==> src/rtl/clk_div_pkg.sv <==
// clk_div_pkg: shared channel state type and reset divisor for the multi-channel clock divider.
// Contents: ch_state_e (IDLE/RUN/DRAIN) and DEF_DIV, the half-period each channel holds out of reset.
package clk_div_pkg;
    typedef enum logic [1:0] {IDLE, RUN, DRAIN} ch_state_e;
    localparam int DEF_DIV = 100;
endpackage

==> src/rtl/clk_div_multi_if.sv <==
// clk_div_multi_if: control and divided-clock bundle between the slow-time consumers and the divider.
// Signals: en (per-channel run request), div_i (packed half-periods), sync_i (phase-align pulse),
//          clk_o/tick_o/busy_o (per-channel divided clock, rise strobe, activity flag).
// Modports: master drives the controls, slave is the divider.
interface clk_div_multi_if #(
    parameter int N_CH  = 4,
    parameter int CNT_W = 16
);
    logic [N_CH-1:0]       en;
    logic [N_CH*CNT_W-1:0] div_i;
    logic                  sync_i;
    logic [N_CH-1:0]       clk_o;
    logic [N_CH-1:0]       tick_o;
    logic [N_CH-1:0]       busy_o;
    modport master (output en, div_i, sync_i, input clk_o, tick_o, busy_o);
    modport slave  (input en, div_i, sync_i, output clk_o, tick_o, busy_o);
endinterface

==> src/rtl/clk_div_ch.sv <==
// clk_div_ch: one divider channel producing a 50% duty clock of period 2*D and a rise strobe.
// Ports: clk, rst_n (async active-low); en_i run request; div_i half-period (0 acts as 1);
//        sync_i phase restart; clk_o divided clock; tick_o strobe on each rise; busy_o not idle.
module clk_div_ch #(
    parameter int CNT_W   = 16,
    parameter int DEF_DIV = clk_div_pkg::DEF_DIV
) (
    input  logic             clk,
    input  logic             rst_n,
    input  logic             en_i,
    input  logic [CNT_W-1:0] div_i,
    input  logic             sync_i,
    output logic             clk_o,
    output logic             tick_o,
    output logic             busy_o
);
    import clk_div_pkg::*;

    ch_state_e        state_q, state_d;
    logic [CNT_W-1:0] cnt_q, cnt_d, d_q, d_d, d_eff;
    logic             clk_q, clk_d, tick_q, tick_d, tc, run_on;

    assign d_eff  = (div_i == '0) ? CNT_W'(1) : div_i;
    assign tc     = cnt_q == d_q - CNT_W'(1);
    assign run_on = (state_q == RUN) && en_i;

    always_comb begin
        state_d = state_q;
        cnt_d   = cnt_q + CNT_W'(1);
        d_d     = d_q;
        clk_d   = clk_q;
        tick_d  = 1'b0;
        if (state_q == IDLE) begin
            cnt_d = '0;
            clk_d = 1'b0;
            if (en_i) begin
                d_d     = d_eff;
                state_d = RUN;
            end
        end else if (sync_i) begin
            // sync wins over a coincident terminal count: no toggle, no tick
            cnt_d   = '0;
            clk_d   = 1'b0;
            d_d     = d_eff;
            state_d = run_on ? RUN : IDLE;
        end else if (tc) begin
            // half-period boundary: the only place a new divisor is taken
            cnt_d   = '0;
            clk_d   = run_on ? !clk_q : 1'b0;
            tick_d  = run_on && !clk_q;
            d_d     = run_on ? d_eff : d_q;
            state_d = run_on ? RUN : IDLE;
        end else if (state_q == RUN && !en_i) begin
            // a low phase may stop at once; a high phase must run to completion
            cnt_d   = clk_q ? cnt_q + CNT_W'(1) : '0;
            state_d = clk_q ? DRAIN : IDLE;
        end
    end

    always_ff @(posedge clk or negedge rst_n) begin
        if (!rst_n) begin
            state_q <= IDLE;
            cnt_q   <= '0;
            d_q     <= CNT_W'(DEF_DIV);
            clk_q   <= 1'b0;
            tick_q  <= 1'b0;
        end else begin
            state_q <= state_d;
            cnt_q   <= cnt_d;
            d_q     <= d_d;
            clk_q   <= clk_d;
            tick_q  <= tick_d;
        end
    end

    assign clk_o  = clk_q;
    assign tick_o = tick_q;
    assign busy_o = state_q != IDLE;
endmodule

==> src/rtl/clk_div_multi.sv <==
// clk_div_multi: N_CH independent clock-divider channels sharing one clock and a common sync pulse.
// Ports: clk, rst_n (async active-low); bus (slave side of clk_div_multi_if) carrying
//        en/div_i/sync_i in and clk_o/tick_o/busy_o out; channel k uses div_i[k*CNT_W +: CNT_W].
module clk_div_multi #(
    parameter int N_CH    = 4,
    parameter int CNT_W   = 16,
    parameter int DEF_DIV = clk_div_pkg::DEF_DIV
) (
    input logic              clk,
    input logic              rst_n,
    clk_div_multi_if.slave   bus
);
    logic [N_CH-1:0] clk_v, tick_v, busy_v;

    for (genvar k = 0; k < N_CH; k++) begin : g_ch
        clk_div_ch #(.CNT_W(CNT_W), .DEF_DIV(DEF_DIV)) u_ch (
            .clk    (clk),
            .rst_n  (rst_n),
            .en_i   (bus.en[k]),
            .div_i  (bus.div_i[k*CNT_W +: CNT_W]),
            .sync_i (bus.sync_i),
            .clk_o  (clk_v[k]),
            .tick_o (tick_v[k]),
            .busy_o (busy_v[k])
        );
    end

    assign bus.clk_o  = clk_v;
    assign bus.tick_o = tick_v;
    assign bus.busy_o = busy_v;
endmodule

==> src/flat_wrapper.sv <==
// flat-port wrapper written by rule: the top's interface ports become plain ports
module clk_div_multi_flat 
#(
    parameter int N_CH    = 4,
    parameter int CNT_W   = 16,
    parameter int DEF_DIV = clk_div_pkg::DEF_DIV
)
  (clk, rst_n, bus_en, bus_div_i, bus_sync_i, bus_clk_o, bus_tick_o, bus_busy_o);
  clk_div_multi_if #(.N_CH(N_CH), .CNT_W(CNT_W)) bus_i ();
  input logic clk;
  input logic rst_n;
  input wire logic [$bits(bus_i.en)-1:0] bus_en;
  input wire logic [$bits(bus_i.div_i)-1:0] bus_div_i;
  input wire logic [$bits(bus_i.sync_i)-1:0] bus_sync_i;
  output wire logic [$bits(bus_i.clk_o)-1:0] bus_clk_o;
  output wire logic [$bits(bus_i.tick_o)-1:0] bus_tick_o;
  output wire logic [$bits(bus_i.busy_o)-1:0] bus_busy_o;
  assign bus_i.en = bus_en;
  assign bus_i.div_i = bus_div_i;
  assign bus_i.sync_i = bus_sync_i;
  assign bus_clk_o = bus_i.clk_o;
  assign bus_tick_o = bus_i.tick_o;
  assign bus_busy_o = bus_i.busy_o;
  clk_div_multi #(.N_CH(N_CH), .CNT_W(CNT_W), .DEF_DIV(DEF_DIV)) u_core (.clk(clk), .rst_n(rst_n), .bus(bus_i));
endmodule
==> config.mk <==
export PLATFORM = sky130hd
export DESIGN_NAME = clk_div_multi_flat
export DESIGN_NICKNAME = d
export VERILOG_FILES = /design/src/rtl/clk_div_pkg.sv /design/src/rtl/clk_div_multi_if.sv /design/src/rtl/clk_div_ch.sv /design/src/rtl/clk_div_multi.sv /design/src/flat_wrapper.sv
export SDC_FILE = /design/constraint.sdc
export NUM_CORES = 1
export LEC_CHECK = 0
export ABC_AREA = 1
export BUFFER_PORTS_ARGS = -buffer_cell sky130_fd_sc_hd__buf_2
export CAP_MARGIN = 20
export CORE_UTILIZATION = 50
export DETAILED_ROUTE_END_ITERATION = 16
export PLACE_DENSITY = 0.69
export REMOVE_ABC_BUFFERS = 1
export SKIP_LAST_GASP = 1
export SYNTH_ARGS = -nofsm -noshare
export SYNTH_HDL_FRONTEND = slang
export SYNTH_SLANG_ARGS = --single-unit
==> constraint.sdc <==
create_clock -name clk -period 4.7 [get_ports clk]
set_clock_uncertainty 0.1 [all_clocks]
set_input_delay 0.235 -clock clk [delete_from_list [all_inputs] [get_ports clk]]
set_output_delay 0.235 -clock clk [all_outputs]
set_load 0.02 [all_outputs]
* Word level (Yosys, flattened, before mapping)
Cells that the tools add are included.
W data, S select, Z words.
** Word-level totals
- Register bits :: 144
** Operators by class
- Add/sub/neg operators :: 8
- Reductions and logical operators :: 52
- Eq/ne operators :: 12
- Muxes and demuxes :: 100
** Operators with widths (count)
- $mux W16 :: 44
- $add A16 B1 Y16 const B :: 4
- $eq A16 B16 Y1 :: 4
- $logic_not A16 Y1 :: 4
- $sub A16 B1 Y16 const B :: 4
- $mux W2 :: 24
- $mux W1 :: 32
- $reduce_bool A3 Y1 :: 8
- $reduce_bool A4 Y1 :: 4
- $logic_and A1 B1 Y1 :: 12
- $reduce_and A3 Y1 :: 4
- $eq A2 B1 Y1 const B :: 4
- $logic_not A1 Y1 :: 8
- $logic_not A2 Y1 :: 4
- $ne A2 B2 Y1 const B :: 4
- $reduce_and A2 Y1 :: 4
- $reduce_bool A2 Y1 :: 4

* Logic depth before layout (Yosys ltp)
Gate-level depths: netlist of run 1.
- Word-level depth :: 6
- Depth in mapped cells :: 18

* Cells and area by module
From an unflattened synthesis of run 1, not the netlist that was laid out.
** Unflattened totals
- Cell total of the unflattened synthesis :: 1452
- Area total of the unflattened synthesis :: 10082.2 sq um
** Modules (own cells, without submodules)
- clk_div_ch at u_core.g_ch[2].u_ch ... :: cells each 385, area each 2592.5 sq um, times used 2, sequential area each 904.6 sq um
- clk_div_ch at u_core.g_ch[0].u_ch ... :: cells each 341, area each 2448.6 sq um, times used 2, sequential area each 904.6 sq um

* Worst setup path after synthesis of run 1
OpenSTA, ideal clock, no wires.
- Path type :: register to register
- Start point :: register u_core.g_ch[2].u_ch.d_q[0]
- End point :: register u_core.g_ch[2].u_ch.d_q[9]
- Data required time :: 4483 ps
- Stages on the path, launching flop included :: 16
- Setup time :: 117 ps
- Buffers on the path :: 1
- Clock period less this slack :: 2143 ps
- Setup slack :: 2557 ps
- Arrival time :: 1925 ps
- Cell sequence :: dfrtp_1 inv_2 ha_1 nand3_1 nor2_2 xor2_1 nand2_1 nor2_1 inv_1 nor2_1 nand2_1 nand2_4 nand3_4 buf_6 nand2_1 nand2_1
** On the way
- Cells in the longest elaborated chain, start to end :: 4
** RTL lines
- from (decl) :: RTL line clk_div_ch.sv:20 : logic [CNT_W-1:0] cnt_q, cnt_d, d_q, d_d, d_eff;
- from (signal assigned) :: RTL line clk_div_ch.sv:64 : d_q <= CNT_W'(DEF_DIV);
- $sub A16 B1 Y16 :: RTL line clk_div_ch.sv:24 : assign tc = cnt_q == d_q - CNT_W'(1);
- $eq A16 B16 Y1 :: RTL line clk_div_ch.sv:24
- $reduce_bool A3 Y1 (no source line)
- $reduce_and A3 Y1 (no source line)
Every way passes these cells.
A chain may end at the register's enable or synchronous reset.

* Worst setup path in the final report of run 1
- Start point :: register u_core.g_ch[3].u_ch.d_q[0]
- End point :: register u_core.g_ch[3].u_ch.d_q[0]
** On the way
- Cells in the longest elaborated chain, start to end :: 4
** RTL lines (RTL line)
- from (decl) :: clk_div_ch.sv:20
- from (signal assigned) :: clk_div_ch.sv:64
- $sub A16 B1 Y16 :: clk_div_ch.sv:24
- $eq A16 B16 Y1 :: clk_div_ch.sv:24
- $reduce_bool A3 Y1 (no source line)
- $reduce_and A3 Y1 (no source line)
Every way passes these cells.

==> results of run 1 <==
## worst paths after layout
| path | depth (start not counted) | endpoint | startpoint |
|---|---|---|---|
| hold / removal | 3 | u_core.g_ch[1].u_ch.state_q[0] | bus_en[1] |
| max in group asynchronous | 3 | u_core.g_ch[2].u_ch.d_q[5] | rst_n |
| hold reg to reg | 2 | u_core.g_ch[1].u_ch.d_q[1] | u_core.g_ch[1].u_ch.d_q[1] |
| setup / recovery | 13 | u_core.g_ch[3].u_ch.d_q[0] | u_core.g_ch[3].u_ch.d_q[0] |
| min in group asynchronous | 2 | u_core.g_ch[3].u_ch.d_q[8] | rst_n |
| setup reg to reg | 13 | u_core.g_ch[3].u_ch.d_q[0] | u_core.g_ch[3].u_ch.d_q[0] |
## state kept, by name (all words and copies together), names as in the netlist
signal,cells
u_core.g_ch.u_ch.cnt_q,64
u_core.g_ch.u_ch.d_q,64
u_core.g_ch.u_ch.state_q,8
u_core.g_ch.u_ch.clk_o,4
u_core.g_ch.u_ch.tick_o,4
## logic make-up after synthesis
kind of cell | after synthesis | synth area share, %
AO/OA/AOI/OAI | 44 | 2.814
flip-flops | 144 | 37.85
buffers and inverters | 171 | 8.075
XOR/XNOR | 98 | 9.122
adder cells (fa/ha/maj) | 8 | 1.047
AND/OR/NAND/NOR | 867 | 41.09
## per-stage QoR
stage	power (mW)	instance area, um^2
after floorplan	2.201	9288
after global placement	2.447	10020
after detailed placement	2.461	10020
after CTS	3.884	11230
after global routing	4.110	11230
final	3.864	11230
## cell type report
type | instances | area, um^2 | area share, %
Multi-Input combinational cell | 1017 | 5170 | 46.04
Inverter | 133 | 499.2 | 4.446
Clock buffer | 18 | 439.2 | 3.911
Tap cell | 234 | 292.8 | 2.608
Timing Repair Buffer | 146 | 1050 | 9.349
Sequential cell | 144 | 3618 | 32.23
Clock inverter | 14 | 158.9 | 1.415
## cell usage in the layout (no fill, tap or decap), drive strengths merged, types with 4 or more instances in the layout
cell,n
nand2,411
o22ai,7
nor2,210
a41o,4
nor3,41
xor2,63
o21ai,21
nand3b,13
dlygate4sd3,61
xnor2,34
dfrtp,132
clkbuf,18
dfstp,12
buf,85
nand4,72
clkinv,4
nand3,92
ha,8
inv,136
a21oi,6
nor3b,5
clkinvlp,5
nor4,19
## layer usage
layer,share of wire (%),track usage [%],wire [um],vias up
met2,45,39.74,10320,189
met3,3.7,4.171,848,34
met5,0,0,0,-
met4,1.8,6.767,404,0
li1,-,-,-,4556
met1,49,34.61,11240,4001
## tightest hold or removal path, cell delays in order
cell	delay [ns]
buf_2	0.10
nand3_1	0.07
o21ai_0	0.08
## report_power, final
group	internal, mW	leakage, nW	switching, mW
Sequential	1.37	1.87	0.154
Combinational	0.366	3.23	0.600
Clock	0.804	0.276	0.574
## repair_timing
| item | CTS | global route |
|---|---|---|
| hold buffers | 61 | 0 |
| setup endpoints to repair | 0 | 0 |
| endpoints found under the hold margin | 156 | 0 |
| gates resized for setup | 0 | 0 |
==> out/summary.txt, run 1 <==
Top cells by area, synth - dfrtp_1 (35%), nand2_1 (16%), nor2_1 (7.5%)
GR Overflow Total - 0
Largest net degree at the start of global routing - 107
Fill cells - 1696
Cell breakdown of the critical path - inv_2, ha_1, nand2_2, nor2_4, nand2_1, nand2_1, nand2_1, nor3_2, nand3_2, nand2_4, nand3_4, nand2_1, nand2_1
Clk sinks - 144
Die width - 140.3 um
Sequential element share of the synthesized area - 37.85%
Post-Syn Instances - 1332
Tot GR Track Use - 24.78%
CTS max path bufs - 2
Initial DRC count - 632
Final ANT Viol Nets - 0
Final WL - 22810 um
Clk slew on worst S/H paths - 0.06 ns
Nature of the critical path startpoint - flop
Max-slew headroom - 35.10%
Cell mode on critical path - nand2_1
Wire per inst - 13.37 um
DR pass1 iterations - 7
RSZ-0062 raised after global routing - no
Fin cells - 1706
Critical-path top delay cell - dfrtp_1
Top-count cell post-synth - nand2_1
Drc violations - 0
CTS tree - built
Max Slew Vio Count - 0
Yosys warns - 0
Sum Neg Setup Slack - 0 ns
# placed instances - 1613
FFs w/ async S/R, synth - 100.0%
Die area - 19680 um^2
Delay-heaviest family, CP - simple AND/OR/NAND/NOR gates
Worst-path fanout max - 22
Final-report hold violation count - 0
Post-synth top flop - dfrtp_1
Placement Setup Slack - 2.100 ns
Commonest cells post-synth - nand2_1 (398), nor2_1 (191), dfrtp_1 (132)
CTS Buf Count - 17
Maximum vdd drop - 0.2398 mV
Number of global-route vias before repair - 8282
Via Count - 8780
WP buf/inv - 1
Antenna diodes - 0
Layout cell share with drive strength beyond 1 - 12.23%
Clock root buffer - clkbuf_16
Die Span Y - 140.3 um
DP HPWL - 16520 um
First-pass GRT wire length - 39440 um
Power per Cell Area - 344.2 nW/um^2
#FFs+latches synth - 144
Worst Setup End Kind - flop
Antenna violations before repair - 0
H-tree depth - 4
Vias/cell - 5.147
Io pins - 83
Slew at the pin closest to its max-slew limit - 0.9735 ns
Area grow syn2layout - 17.45%
CP arrival - 2.85 ns
Lkg Pwr - 5.373 nW
Syn_area_per_cell - 7.177 um^2
Cell row count - 50
Netlist cell types - 42
Final setup viols - 0
Buffers added on ports - 82
HP Class - primary input to flop
Mapped Area - 9560 um^2
Post-CTS Setup Bufs - 0
R2R setup slack - 2.05 ns
CP max stage delay - 0.42 ns
EDFF count, synth - 0
Max-cap violations - 0
Final core utilization - 60.03%
Req. time, crit path - 4.91 ns
Post-synth top area share - 34.55%
Initial core utilization - 51.11%
Outcome - finished clean
Yosys top cell by area - dfrtp_1
Worst setup margin - 2.053 ns
Crit path kind - flop to flop
Achievable Freq - 377.8 MHz
Hold Slack - 0.01180 ns
Clock insertion delay at the later pin of the skew report - 0.42 ns
Nets - 1538
Final GP Congestion - 0.9367
Placeable Area - 18710 um^2
Tcrit/Tclk final - 56.32%
Crit path time final - 2.647 ns
(Power assumes the default switching activity.)
==> run 2: changes to the inputs <==
- clock period: 4.7 -> 2.77 ns (I/O delays scaled with it)
==> run 2 against run 1 <==
Against the previous run:
- routed wire length rose by 0.58%
- setup slack worse by 1.8 ns
- sequential power increased by 70%
- hold slack better by 0.0018 ns
- sequential cell count unchanged
- critical path type unchanged
- critical endpoint is now u_core.g_ch[0].u_ch.cnt_q[3]
- largest cell class unchanged
- highest routed layer unchanged
==> out/summary.txt, run 2 (synthesis gave the netlist of run 1 again) <==
Outcome - finished clean (unchanged)
CTS max path bufs - 2 (unchanged)
Cell mode on critical path - nor2_1 (was nand2_1)
Max-slew headroom - 51.21% (was 35.10%)
Antenna diodes - 0 (unchanged)
Slew at the pin closest to its max-slew limit - 0.7298 ns (was 0.9735 ns)
FF-to-FF End - u_core.g_ch[0].u_ch.cnt_q[3] (was u_core.g_ch[3].u_ch.d_q[0])
Power per Cell Area - 577.1 nW/um^2 (was 344.2 nW/um^2)
RSZ-0062 raised after global routing - yes (was no)
Clk sinks - 144 (unchanged)
Maximum vdd drop - 0.4911 mV (was 0.2398 mV)
Clock root buffer - clkbuf_16 (unchanged)
DR pass1 iterations - 5 (was 7)
Largest regs - u_core.g_ch.u_ch.cnt_q x64, u_core.g_ch.u_ch.d_q x64, u_core.g_ch.u_ch.state_q x8 (unchanged)
Commonest non-fill, non-tap cell in the layout - nand2_1 (unchanged)
Final setup viols - 0 (unchanged)
Reg2Reg Launch Point - u_core.g_ch[0].u_ch.d_q[0] (was u_core.g_ch[3].u_ch.d_q[0])
Die Span Y - 140.3 um (unchanged)
Req. time, crit path - 2.97 ns (was 4.91 ns)
Tcrit/Tclk final - 91.87% (was 56.32%)
Crit path time final - 2.545 ns (was 2.647 ns)
FF-to-FF path depth - 15 (was 13)
Pwr Total - 6.539 mW (was 3.864 mW)
Largest net degree at the start of global routing - 67 (was 107)
Clk slew on worst S/H paths - 0.06 ns (about the same)
Fill cells - 1653 (was 1696)
Max-cap violations - 0 (unchanged)
CP arrival - 2.74 ns (was 2.85 ns)
Io pins - 83 (unchanged)
Drc violations - 0 (unchanged)
GR Overflow Total - 0 (unchanged)
Hold Slack - 0.01359 ns (was 0.01180 ns)
Lkg Pwr - 5.435 nW (was 5.373 nW)
Crit path to - u_core.g_ch[0].u_ch.cnt_q[3] (was u_core.g_ch[3].u_ch.d_q[0])
Final WL - 22940 um (was 22810 um)
Nets - 1550 (was 1538)
Die width - 140.3 um (unchanged)
Clock insertion delay at the later pin of the skew report - 0.43 ns (was 0.42 ns)
Crit path kind - flop to flop (unchanged)
Worst Setup End Kind - flop (unchanged)
CTS Buf Count - 17 (unchanged)
Buffers added on ports - 82 (unchanged)
Commonest cells after routing, fill and taps aside - nand2_1 (398), nor2_1 (191), dfrtp_1 (132) (unchanged)
Vias/cell - 5.160 (was 5.147)
Critical-path top delay cell - dfrtp_1 (unchanged)
Max Slew Vio Count - 0 (unchanged)
Final-report hold violation count - 0 (unchanged)
Cell breakdown of the critical path - inv_2, ha_1, nand2_2, nor2_1, o21ai_0, nand2_1, nand2_1, nor2_1, nand2_1, nor2_1, nand3_2, nand2_4, inv_2, nand2_2, nor2_1 (was inv_2, ha_1, nand2_2, nor2_4, nand2_1, nand2_1, nand2_1, nor3_2, nand3_2, nand2_4, nand3_4, nand2_1, nand2_1)
HP Class - primary input to flop (unchanged)
First-pass GRT wire length - 39480 um (was 39440 um)
Area grow syn2layout - 18.51% (was 17.45%)
Number of global-route vias before repair - 8549 (was 8282)
Initial core utilization - 51.11% (unchanged)
Worst-path fanout max - 14 (was 22)
Crit path from - u_core.g_ch[0].u_ch.d_q[0] (was u_core.g_ch[3].u_ch.d_q[0])
CTS tree - built (unchanged)
Antenna violations before repair - 0 (unchanged)
Achievable Freq - 392.9 MHz (was 377.8 MHz)
Final ANT Viol Nets - 0 (unchanged)
Final GP Congestion - 0.9258 (was 0.9367)
Initial DRC count - 545 (was 632)
Die area - 19680 um^2 (unchanged)
Nature of the critical path startpoint - flop (unchanged)
Tot GR Track Use - 24.79% (was 24.78%)
Layout cell share with drive strength beyond 1 - 12.33% (was 12.23%)
H-tree depth - 4 (unchanged)
Wire per inst - 13.36 um (was 13.37 um)
DP HPWL - 16840 um (was 16520 um)
Via Count - 8865 (was 8780)
Cell row count - 50 (unchanged)
Placeable Area - 18710 um^2 (unchanged)
Final core utilization - 60.57% (was 60.03%)
R2R setup slack - 0.23 ns (was 2.05 ns)
CP max stage delay - 0.41 ns (was 0.42 ns)
-- run 2: metal layers --
| metal | vias up | GRT usage, % | share of wire [%] |
|---|---|---|---|
| met1 | 4081 | 33.58 | 49 |
| met2 | 170 | 40.66 | 46 |
| met3 | 36 | 3.692 | 2.9 |
| met5 | - | 0 | 0 |
| li1 | 4578 | - | - |
| met4 | 0 | 8.213 | 1.9 |
-- run 2: how the worst min path moves through the flow --
| stage | from | to | slack [ns] | cells past startpoint |
|---|---|---|---|---|
| after floorplan | rst_n | u_core.g_ch[0].u_ch.clk_o | -0.26 | 0 |
| after global placement | rst_n | u_core.g_ch[3].u_ch.d_q[7] | 0.06 | 1 |
| after CTS | bus_en[0] | u_core.g_ch[0].u_ch.state_q[0] | 0.0001 | 5 |
| after detailed placement | rst_n | u_core.g_ch[3].u_ch.d_q[10] | 0.07 | 1 |
| after global routing | bus_en[0] | u_core.g_ch[0].u_ch.state_q[0] | 0.05 | 5 |
| final | bus_en[0] | u_core.g_ch[0].u_ch.state_q[0] | 0.01 | 5 |
-- run 2: power breakdown --
| group | internal [mW] | leakage (nW) | switching [mW] |
|---|---|---|---|
| registers | 2.32 | 1.87 | 0.263 |
| clock network | 1.38 | 0.278 | 0.909 |
| logic | 0.636 | 3.29 | 1.03 |
| total | 4.33 | 5.44 | 2.21 |
-- run 2: timing repair --
action | in CTS | in global routing
endpoints found under the setup margin | 0 | 12
hold buffers | 66 | 0
gates resized for setup | 0 | 1
hold endpoints to repair | 128 | 0
buffers inserted | 0 | 0
-- run 2: worst max-delay path: cells and delay by family (launching register included) --
kind	cells	cell delay (ns)
flip-flops	1	0.41
buffers and inverters	2	0.18
AO/OA/AOI/OAI	1	0.13
adder cells (fa/ha/maj)	1	0.21
AND/OR/NAND/NOR	11	1.38
-- run 2: metrics by stage --
| step | setup TNS, ns | instances | setup slack [ns] | cell area (um^2) |
|---|---|---|---|---|
| 2_1_floorplan | 0 | 1294 | 0.5786 | 9288 |
| 3_3_place_gp | 0 | 1620 | 0.2825 | 10080 |
| 3_5_place_dp | 0 | 1620 | 0.2320 | 10080 |
| 4_1_cts | 0 | 1718 | 0.2047 | 11320 |
| 5_1_grt | -0.002284 | 1718 | -0.001027 | 11330 |
| 6_report | 0 | 1718 | 0.2251 | 11330 |
-- run 2: final cells by class --
class,count,area (um^2),share of cell area [%]
Sequential cell,144,3618,31.94
Clock buffer,23,467.9,4.130
Tap cell,234,292.8,2.584
Clock inverter,9,111.4,0.9829
Timing Repair Buffer,158,1165,10.28
Multi-Input combinational cell,1017,5175,45.68
Inverter,133,499.2,4.406
